<file path="src/rtl/pwm_ramp_ctrl.sv">
// pwm_ramp_ctrl: sequences the period/duty/direction registers of one PWM
// channel. Targets arrive over a valid/ready handshake. Applied duty ramps
// toward the target by a programmable step, and outputs change only on
// period_end pulses so the PWM core never sees a mid-period update.
// A direction reversal ramps duty to 0, waits DEAD_PERIODS full periods at
// duty 0, flips motor_dir, and then ramps back up.
module pwm_ramp_ctrl #(
    parameter int REG_WIDTH    = 32,
    parameter int DEAD_PERIODS = 4
) (
    input  logic                 pwm_clk,
    input  logic                 pwm_rst,
    input  logic                 cmd_valid,
    output logic                 cmd_ready,
    input  logic [REG_WIDTH-1:0] cmd_period,
    input  logic [REG_WIDTH-1:0] cmd_duty,
    input  logic                 cmd_dir,
    input  logic [REG_WIDTH-1:0] cmd_step,
    input  logic                 period_end,
    output logic [REG_WIDTH-1:0] pwm_period,
    output logic [REG_WIDTH-1:0] pwm_duty,
    output logic                 motor_dir,
    output logic                 busy,
    output logic                 at_target
);

    typedef enum logic [1:0] {
        ST_IDLE,
        ST_RAMP,
        ST_DEAD
    } state_e;

    localparam int                CNT_W     = (DEAD_PERIODS > 0) ? $clog2(DEAD_PERIODS + 1) : 1;
    localparam logic [CNT_W-1:0]  DEAD_INIT = CNT_W'(DEAD_PERIODS);
    localparam logic [CNT_W-1:0]  CNT_ONE   = CNT_W'(1);

    state_e                 state_q, state_d;
    logic [REG_WIDTH-1:0]   period_q, period_d;
    logic [REG_WIDTH-1:0]   duty_q, duty_d;
    logic                   dir_q, dir_d;
    logic [REG_WIDTH-1:0]   tgt_period_q, tgt_period_d;
    logic [REG_WIDTH-1:0]   tgt_duty_q, tgt_duty_d;
    logic                   tgt_dir_q, tgt_dir_d;
    logic [REG_WIDTH-1:0]   tgt_step_q, tgt_step_d;
    logic [CNT_W-1:0]       cnt_q, cnt_d;
    logic                   ready_q, ready_d;
    logic                   busy_q, busy_d;
    logic                   at_target_q, at_target_d;

    logic                   xfer;
    logic [REG_WIDTH-1:0]   cmd_duty_clamped;
    logic [REG_WIDTH-1:0]   duty_clamped;

    // One step of cur toward dst; step==0 means jump straight to dst.
    // Only the distance is compared against step, so cur+step never
    // overshoots dst and the sum cannot wrap.
    function automatic logic [REG_WIDTH-1:0] step_toward(
        input logic [REG_WIDTH-1:0] cur,
        input logic [REG_WIDTH-1:0] dst,
        input logic [REG_WIDTH-1:0] step
    );
        logic [REG_WIDTH-1:0] res;
        res = dst;
        if (step != '0) begin
            if (cur < dst) begin
                if (dst - cur > step) res = cur + step;
            end else if (cur > dst) begin
                if (cur - dst > step) res = cur - step;
            end
        end
        return res;
    endfunction

    // Next-state logic: period_end update from the old targets, then handshake.
    always_comb begin
        // NOTE: every _d starts from its _q so paths that do not assign it hold
        // the value instead of inferring a latch.
        state_d      = state_q;
        period_d     = period_q;
        duty_d       = duty_q;
        dir_d        = dir_q;
        tgt_period_d = tgt_period_q;
        tgt_duty_d   = tgt_duty_q;
        tgt_dir_d    = tgt_dir_q;
        tgt_step_d   = tgt_step_q;
        cnt_d        = cnt_q;

        xfer             = cmd_valid && (state_q != ST_DEAD);
        cmd_duty_clamped = (cmd_duty > cmd_period) ? cmd_period : cmd_duty;
        duty_clamped     = (duty_q > tgt_period_q) ? tgt_period_q : duty_q;

        if (period_end) begin
            case (state_q)
                ST_RAMP: begin
                    period_d = tgt_period_q;
                    if (tgt_dir_q != dir_q) begin
                        if (duty_q == '0) begin
                            if (DEAD_PERIODS == 0) begin
                                dir_d = tgt_dir_q;
                            end else begin
                                state_d = ST_DEAD;
                                cnt_d   = DEAD_INIT;
                            end
                        end else begin
                            duty_d = step_toward(duty_clamped, '0, tgt_step_q);
                        end
                    end else begin
                        duty_d = step_toward(duty_clamped, tgt_duty_q, tgt_step_q);
                        if (duty_d == tgt_duty_q) state_d = ST_IDLE;
                    end
                end
                ST_DEAD: begin
                    duty_d = '0;
                    cnt_d  = cnt_q - CNT_ONE;
                    if (cnt_q == CNT_ONE) begin
                        dir_d   = tgt_dir_q;
                        state_d = ST_RAMP;
                    end
                end
                default: ;
            endcase
        end

        // A new command only replaces the targets; the applied values above
        // were already computed from the old ones. A dead-time entered on
        // this same edge still runs to completion.
        if (xfer) begin
            tgt_period_d = cmd_period;
            tgt_duty_d   = cmd_duty_clamped;
            tgt_dir_d    = cmd_dir;
            tgt_step_d   = cmd_step;
            if (state_d != ST_DEAD) begin
                state_d = (period_d == cmd_period && duty_d == cmd_duty_clamped &&
                           dir_d == cmd_dir) ? ST_IDLE : ST_RAMP;
            end
        end

        ready_d     = (state_d != ST_DEAD);
        busy_d      = (state_d != ST_IDLE);
        at_target_d = (duty_d == tgt_duty_d) && (period_d == tgt_period_d) &&
                      (dir_d == tgt_dir_d);
    end

    // State and registered outputs; synchronous reset aborts any sequence.
    always_ff @(posedge pwm_clk) begin
        // NOTE: non-blocking assignments so every flop samples pre-edge values.
        if (pwm_rst) begin
            state_q      <= ST_IDLE;
            period_q     <= '0;
            duty_q       <= '0;
            dir_q        <= 1'b0;
            tgt_period_q <= '0;
            tgt_duty_q   <= '0;
            tgt_dir_q    <= 1'b0;
            tgt_step_q   <= '0;
            cnt_q        <= '0;
            ready_q      <= 1'b1;
            busy_q       <= 1'b0;
            at_target_q  <= 1'b1;
        end else begin
            state_q      <= state_d;
            period_q     <= period_d;
            duty_q       <= duty_d;
            dir_q        <= dir_d;
            tgt_period_q <= tgt_period_d;
            tgt_duty_q   <= tgt_duty_d;
            tgt_dir_q    <= tgt_dir_d;
            tgt_step_q   <= tgt_step_d;
            cnt_q        <= cnt_d;
            ready_q      <= ready_d;
            busy_q       <= busy_d;
            at_target_q  <= at_target_d;
        end
    end

    assign cmd_ready  = ready_q;
    assign pwm_period = period_q;
    assign pwm_duty   = duty_q;
    assign motor_dir  = dir_q;
    assign busy       = busy_q;
    assign at_target  = at_target_q;

endmodule

</file>
<file path="config.mk">
export PLATFORM = sky130hd
export DESIGN_NAME = pwm_ramp_ctrl
export DESIGN_NICKNAME = d
export VERILOG_FILES = /design/src/rtl/pwm_ramp_ctrl.sv
export SDC_FILE = /design/constraint.sdc
export NUM_CORES = 1
export LEC_CHECK = 0
export ABC_AREA = 1
export CORE_ASPECT_RATIO = 1.25
export CORE_MARGIN = 5
export CORE_UTILIZATION = 45
export DETAILED_ROUTE_END_ITERATION = 10
export PLACE_DENSITY_LB_ADDON = 0.05
export SYNTH_ARGS = -nofsm -noshare
export SYNTH_HDL_FRONTEND = slang
export SYNTH_SLANG_ARGS = --single-unit
export TNS_END_PERCENT = 20
</file>
<file path="constraint.sdc">
create_clock -name pwm_clk -period 9.5 [get_ports pwm_clk]
set_input_delay 1.9 -clock pwm_clk [delete_from_list [all_inputs] [get_ports pwm_clk]]
set_output_delay 1.9 -clock pwm_clk [all_outputs]
set_load 0.1 [all_outputs]
</file>
Word-level counts from Yosys, hierarchy flattened
Index checks and enable logic that the tools add are counted.
{"block": "totals", "elab_cells": 93, "inputBits": 101, "output_inout_bits": 68, "register_bits": 170}
{"block": "op_classes", "mux": 39, "eq_ne": 16, "n_reduce_logical": 10, "magnitude_cmp": 10, "addsub": 6}
{"operator": "32-bit 2-to-1 mux", "n": 22}
{"operator": "32-bit > comparator", "n": 7}
{"operator": "32-bit equality test", "n": 5}
{"operator": "32-bit subtractor", "n": 3}
{"operator": "32-bit case mux with 2 select lines", "n": 1}
{"operator": "32-bit adder", "n": 1}
{"operator": "32-bit by 1-bit > comparator with 1-bit output (second input constant)", "n": 1}
{"operator": "32-bit zero test", "n": 1}
{"operator": "32-bit by 1-bit < comparator with 1-bit output (second input constant)", "n": 1}
{"operator": "32-bit < comparator", "n": 1}
{"operator": "32-bit nonzero test", "n": 1}
{"operator": "1-bit by 32-bit subtractor with 32-bit output (first input constant)", "n": 1}
{"operator": "2-bit 2-to-1 mux", "n": 7}
{"operator": "2-bit inequality test (second input constant)", "n": 5}
{"operator": "3-bit 2-to-1 mux", "n": 2}
{"operator": "3-bit case mux with 2 select lines", "n": 1}
{"operator": "1-bit logical AND", "n": 5}
{"operator": "1-bit 2-to-1 mux", "n": 5}
{"operator": "2-bit case mux with 2 select lines", "n": 1}
{"operator": "4-bit AND reduction", "n": 1}
{"operator": "2-bit nonzero test", "n": 2}
{"operator": "3-bit by 1-bit equality test with 1-bit output (second input constant)", "n": 1}
{"operator": "3-bit by 1-bit subtractor with 3-bit output (second input constant)", "n": 1}
{"operator": "1-bit equality test", "n": 2}
{"operator": "other kinds (3)", "n": 3}

Depth between registers and ports, before layout
Gate-level depths: netlist of the first run.
{"block": "logic_depth", "depth_word": 21, "ltp_mapped": 59}

Worst setup path after synthesis of the first run
Ideal clock, no wire load.
{"block": "synth_timing", "kind": "register to register", "startpoint": "reg duty_q[19], in the netlist pwm_duty[19]", "endpoint": "reg busy_q, in the netlist busy", "path_slack_ns": 2.623, "t_arrival_ns": 6.759, "stages_incl_launch_ff": 52, "n_path_buf": 4, "setup_time_ns": 0.117, "t_required_ns": 9.383, "path_cell_list": "dfxtp_1 -> ha_1 -> nand2_1 -> inv_1 -> nand2_1 -> nand2_1 -> nand2_1 -> nand3_1 -> a21oi_1 -> nand2_2 -> nand2_2 -> buf_4 -> nand2_1 -> nand2_1 -> inv_1 -> ha_1 -> buf_4 -> a21oi_1 -> [16 not listed] -> nand2_2 -> buf_2 -> buf_2 -> a21oi_1 -> o21ai_0 -> nand3_1 -> o211ai_1 -> nand3_1 -> nand2_1 -> nor2_1 -> nor2_1 -> nand2_1 -> nor2_1 -> nand2_1 -> nor2_1 -> nand2_1 -> nand3_2 -> nand2_1"}
{"block": "synth_via", "elab_chain_cells": 21, "elab_cells_between_ends": 47, "classes_between": "add/sub: 5; order compare: 9; eq/ne: 3; mux: 26; reduce/logical: 4"}
{"element": "from (decl)", "line_no": "39", "rtl": "logic [REG_WIDTH-1:0] duty_q, duty_d;"}
{"element": "from (signal assigned)", "line_no": "163", "rtl": "duty_q <= duty_d;"}
{"element": "32-bit > comparator", "line_no": "90", "rtl": "duty_clamped = (duty_q > tgt_period_q) ? tgt_period_q : duty_q;"}
{"element": "32-bit 2-to-1 mux", "line_no": "90"}
{"element": "32-bit subtractor", "line_no": "68", "rtl": "if (cur - dst > step) res = cur - step;"}
{"element": "32-bit > comparator", "line_no": "68"}
{"element": "32-bit 2-to-1 mux", "line_no": "68"}
{"element": "32-bit 2-to-1 mux", "line_no": "67", "rtl": "end else if (cur > dst) begin"}
{"element": "32-bit 2-to-1 mux", "line_no": "65", "rtl": "if (cur < dst) begin"}
{"element": "32-bit 2-to-1 mux", "line_no": "64", "rtl": "if (step != '0) begin"}
{"element": "[4 not listed]"}
{"element": "32-bit case mux with 2 select lines", "line_no": "93", "rtl": "case (state_q)"}
{"element": "32-bit 2-to-1 mux", "line_no": "92", "rtl": "if (period_end) begin"}
{"element": "32-bit equality test", "line_no": "133", "rtl": "state_d = (period_d == cmd_period && duty_d == cmd_duty_clamped &&"}
{"element": "1-bit logical AND (2 in a row)", "line_no": "133"}
{"element": "1-bit 2-to-1 mux", "line_no": "134", "rtl": "dir_d == cmd_dir) ? ST_IDLE : ST_RAMP;"}
{"element": "2-bit 2-to-1 mux", "line_no": "132", "rtl": "if (state_d != ST_DEAD) begin"}
{"element": "2-bit 2-to-1 mux *", "line_no": "127", "rtl": "if (xfer) begin"}
{"element": "2-bit nonzero test *", "line_no": "139", "rtl": "busy_d = (state_d != ST_IDLE);"}
{"element": "to (signal assigned)", "line_no": "171", "rtl": "busy_q <= busy_d;"}
{"element": "to (decl)", "line_no": "47", "rtl": "logic busy_q, busy_d;"}
Every way passes the cells marked *; elsewhere a longest branch is shown, timed or not. The select of a mux whose other input is x is not followed.
A chain may end at the register's enable or synchronous reset.

Worst setup path in the final report of the first run
{"block": "layout_timing", "startpoint": "reg duty_q[31], in the netlist pwm_duty[31]", "endpoint": "reg busy_q, in the netlist busy"}
Same word-level chain as after synthesis.

==> impl_metrics.yaml, run 1 <==
status:
  status: "completed"
cells_and_area:
  antenna_cells: 0
  fin_nets: 4278
  area_growth_pct: 12.3
  drive_gt1_share_pct: 4.05
  num-fill-cells: 5403
  design_area_um2: 25300
synth:
  synth_common_cells: "nand2_1 (943), inv_1 (492), nor2_1 (409), a21oi_1 (355), o21ai_0 (278)"
  synth_edf_count: 0
  ys_types: 59
  yosysMostFrequentCell: "nand2_1"
  synth_area_per_cell_um2: 5.91
  synth_flop_cell: "dfxtp_1"
  yosysTopAreaCell: "nand2_1"
  synth_fp_nets: 4179
  ys_seq_area_share_pct: 15.1
  synth-seq-cells: 170
  syn-instance-count: 3817
  synth_area_um2: 22500
  synth.area.top_cells: "nand2_1 (16%), dfxtp_1 (15%), ha_1 (14%), inv_1 (8.2%), a21oi_1 (7.9%)"
  async_flop_share_pct: 0
  yosysWarnings: 0
  synth_top_area_share_pct: 15.7
clock_network:
  ctsResizeCount: 0
  root_buffer: "clkbuf_16"
  numCtsBuffers: 17
  clk_pin_slew_ps: 80
  cts_tree: "done"
  clock_latency_ps: 520
  cts_buffer_depth: 2
  postCtsHoldBufs: 0
  cts_setup_buffers: 0
  cts_sinks: 170
  htreeDepth: 4
timing:
  layout_setup_ws_ps: 505
  holdWs_ps: 495
  period_needed_ps: 8990
  slew_violations: 0
  setup-tns-final_ps: 0
  slew_headroom_pct: 24.4
  setup_violations: 0
  rsz0062_at_grt: "false"
  fin_skew_ps: 17.0
  timing.fmax_mhz: 111
  hold_viol: 0
  finalCritPeriodShare_pct: 94.7
  worst_pin_slew_ps: 1120
route:
  initialDrtViolationCount: 2531
  routed_wirelength_um: 102000
  vias: 25562
  viasPerCell: 5.58
  wl_per_cell_um: 22.2
  dr.pass1.iters: 5
  ant_nets: 0
  drcViolationCount: 0
critical_path:
  path_max_fanout: 17
  cp.required_ps: 9960
  critical-path-max-stage-delay_ps: 540
  crit_slowest_cell: "dfxtp_1"
  crit_path_end_kind: "flop"
  startpoint_type: "flop"
  worstPathArrival_ps: 9450
  cp_common_cell: "nand2_1"
  path_class: "reg -> reg"
floorplanning:
  core_um2: 49500
  rows: 91
  initial_core_util_pct: 45.5
  die_w_um: 210
  die_y_um: 260
  die-area_um2: 54700
  io_pins: 169
hold_path:
  hold_path_class: "reg -> reg"
placement:
  pre_cts_slack_ps: 768
  placed_area_um2: 24800
  routabilityCongestion: 1.05
  dp_hpwl_um: 85000
  io_buffers: 168
grt:
  grt_overflow_total: 0
  grt_pass1_wl_um: 149000
  grt_pass1_vias: 24679
  grt_max_degree: 94
  antenna_found_initial: 0
  grt_usage_pct: 36.0
flow_run:
  maxCapViolations: 0
## critical path, delay by kind of cell, from the launching register on
family,cells,cell delay [ps]
adders and majority gates,3,1050
and+or+nand+nor,35,5120
buffers and inverters,5,610
AOI/OAI and AO/OA,5,1410
xor gates and xnor gates,1,190
DFF,1,540
## final timing paths
| kind | startpoint | to | slack (ps) | cells after the start |
|---|---|---|---|---|
| min reg2reg | cnt_q[1]$_SDFFE_PP0P_ | cnt_q[1]$_SDFFE_PP0P_ | 500 | 2 |
| min | cnt_q[1]$_SDFFE_PP0P_ | cnt_q[1]$_SDFFE_PP0P_ | 500 | 2 |
| max | pwm_duty[31]$_SDFF_PP0_ | busy$_SDFF_PP0_ | 510 | 49 |
| max reg2reg | pwm_duty[31]$_SDFF_PP0_ | busy$_SDFF_PP0_ | 510 | 49 |
## flip-flops by register name, summed over array words and instances, names as in the netlist, 2 cells and up
register / cells
cnt_q: 3
pwm_duty: 32
pwm_period: 32
state_q: 2
tgt_duty_q: 32
tgt_period_q: 32
tgt_step_q: 32
## cell families (layout without fill, tap and decap cells)
kind of cell,count (synthesis),count (layout),share of synthesized area [%]
and+or+nand+nor,1785,1785,33.7
xor gates and xnor gates,156,156,6.06
DFF,170,170,15.1
buffers and inverters,654,766,11.7
adders and majority gates,261,261,14.6
AOI/OAI and AO/OA,791,791,18.9
## layout by cell type, fill, tap and decap left out, types with 8 or more instances in the layout
cell             synthesis  final
inv_1                  492    492
clkdlybuf4s50_1          0    167
buf_4                   17     58
o21ai_1                 50     50
nor2_1                 409    408
nor4_1                  19     19
nor3_1                  36     36
o22ai_1                  9      9
nand3_1                245    245
xnor2_1                 37     37
o211ai_1                14     14
ha_1                   257    257
a21o_1                   8      8
a21oi_1                355    355
dfxtp_1                170    170
a31oi_1                 11     11
nand2_1                943    940
xor2_1                 119    119
o21a_1                  20     20
nand4_1                 59     59
nand2_2                 21     23
o21ai_0                278    278
nand3b_1                14     14
inv_2                   11     11
clkbuf_16                0     17
## routing by layer
| layer | global-route usage [%] | part of all wire (%) | up-vias |
|---|---|---|---|
| met5 | 0 | 0 | - |
| met4 | 24.4 | 8.0 | 0 |
| met3 | 4.08 | 5.8 | 269 |
| met2 | 60.8 | 47 | 1055 |
| met1 | 42.9 | 40 | 11585 |
| li1 | - | - | 12653 |
## stage by stage
stage | utilization (%) | std cells
after floorplan | - | 3817
after global placement | 50.0 | 4548
after detailed placement | 50.0 | 4548
after CTS | 51.1 | 4580
after global routing | 51.1 | 4580
final | 51.1 | 4580
## layout make-up
cell class	count	area (um^2)	area share, %
clock buffers	19	433	1.71
clock inverters	13	126	0.499
inverters	509	1910	7.55
multi-input cells	2993	16500	65.3
flip-flops and latches	170	3400	13.4
well taps	651	815	3.22
repair buffers	225	2110	8.32
Power of run 1 is not shown: default switching activity piles up to over one toggle a cycle in this logic, so the estimate is an artifact.
==> inputs of run 2 (changes only) <==
--- a/config.mk
+++ b/config.mk
@@ -10,6 +10,7 @@
 export CORE_MARGIN = 5
 export CORE_UTILIZATION = 45
 export DETAILED_ROUTE_END_ITERATION = 10
+export GPL_ROUTABILITY_DRIVEN = 0
 export PLACE_DENSITY_LB_ADDON = 0.05
 export SYNTH_ARGS = -nofsm -noshare
 export SYNTH_HDL_FRONTEND = slang
==> run 2 against run 1 <==
  * Clock skew decreased by 4.2 ps
  * Highest routed layer unchanged
  * Utilization down 0.17 points
  * Wire length shrank 6.3%
  * Sequential share of layout area about the same
  * Clock-buffer cell count decreased by 1
  * Non-clock buffer count is 14 lower
  * Sequential cell count stayed put
  * Setup slack improved by 140 ps
  * Design area shrank 0.33%
  * Cell count shrank 0.31%
  * Maximum frequency rose by 1.6%
  * First-iteration DRC count shrank 11%
==> impl_metrics.yaml, run 2 (synthesis results as in run 1) <==
grt:
  grt_pass1_wl_um: 141000
  grt_pass1_vias: 24372
  grt_overflow_total: 0
  antenna_found_initial: 0
  grt_max_degree: 85
  grt_usage_pct: 33.7
placement:
  io_buffers: 168
  dp_hpwl_um: 79400
floorplanning:
  core_um2: 49500
  die_w_um: 210
  io_pins: 169
  rows: 91
  die_y_um: 260
  initial_core_util_pct: 45.5
  die-area_um2: 54700
cells_and_area:
  layout_commonest_cell: "nand2_1"
  layout_common_cells: "nand2_1 (940), inv_1 (492), nor2_1 (408)"
  drive_gt1_share_pct: 3.73
  fin_nets: 4264
  antenna_cells: 0
  area_growth_pct: 12.0
timing:
  slew_violations: 0
  setup-tns-final_ps: 0
  rsz0062_at_grt: "false"
  timing.fmax_mhz: 113
  period_needed_ps: 8860
  slew_headroom_pct: 25.2
  worst_pin_slew_ps: 1120
  hold_viol: 0
  fin_skew_ps: 12.7
  setup_violations: 0
  finalCritPeriodShare_pct: 93.2
route:
  viasPerCell: 5.57
  ant_nets: 0
  routed_wirelength_um: 95400
  initialDrtViolationCount: 2248
  wl_per_cell_um: 20.9
  vias: 25453
  drcViolationCount: 0
  dr.pass1.iters: 6
critical_path:
  ff2ff_setup_slack_ps: 640
  cp.required_ps: 9960
  crit_slowest_cell: "dfxtp_1"
  worstPathArrival_ps: 9320
  rr_worst_depth: 49
  path_max_fanout: 20
  crit_path_end_kind: "flop"
  path_class: "reg -> reg"
  startpoint_type: "flop"
  cp_common_cell: "nand2_1"
  critical-path-max-stage-delay_ps: 530
status:
  status: "completed"
clock_network:
  ctsResizeCount: 0
  postCtsHoldBufs: 0
  cts_sinks: 170
  htreeDepth: 4
  root_buffer: "clkbuf_16"
  numCtsBuffers: 17
  cts_setup_buffers: 0
  cts_buffer_depth: 2
  cts_tree: "done"
  clk_pin_slew_ps: 80
  clock_latency_ps: 520
hold_path:
  hold_path_class: "reg -> reg"
  min_path_cells: 2
flow_run:
  maxCapViolations: 0
[run 2: critical path, delay by kind of cell, from the launching register on]
kind,cells,cell delay (ps)
AND/OR/NAND/NOR,33,4660
AO/OA/AOI/OAI,7,1650
adder cells (fa/ha/maj),3,1020
flip-flops,1,530
XOR/XNOR,1,180
buffers and inverters,5,740
[run 2: stage by stage]
step,hold slack (ps),util (%),cell area (um^2),cells,worst slack [ps]
6_report,500,51.0,25200,4566,644
5_1_grt,525,51.0,25200,4566,153
4_1_cts,501,51.0,25200,4566,890
3_5_place_dp,489,49.8,24700,4534,900
3_3_place_gp,489,49.8,24700,4534,980
2_1_floorplan,456,-,22500,3817,2620
[run 2: final timing paths]
path / startpoint / end
setup reg to reg: pwm_duty[31]$_SDFF_PP0_ / state_q[0]$_SDFF_PP0_
setup / recovery: pwm_duty[31]$_SDFF_PP0_ / state_q[0]$_SDFF_PP0_
hold reg to reg: cnt_q[1]$_SDFFE_PP0P_ / cnt_q[1]$_SDFFE_PP0P_
hold / removal: cnt_q[1]$_SDFFE_PP0P_ / cnt_q[1]$_SDFFE_PP0P_
[run 2: layout make-up]
| cell class | instances | area, um^2 |
|---|---|---|
| Timing Repair Buffer | 211 | 2000 |
| Inverter | 509 | 1910 |
| Sequential cell | 170 | 3400 |
| Clock inverter | 14 | 153 |
| Multi-Input combinational cell | 2993 | 16500 |
| Fill cell | 5448 | 24300 |
| Tap cell | 651 | 815 |
| Clock buffer | 18 | 429 |
[run 2: per-layer routing]
metal / vias up / track usage (%) / share of wire, %
met2: 1169 / 56.7 / 46
met4: 0 / 23.8 / 8.5
met1: 11353 / 39.2 / 39
met3: 294 / 4.93 / 6.8
met5: - / 0 / 0
li1: 12637 / - / -
Power of run 2 is left out for the same reason.
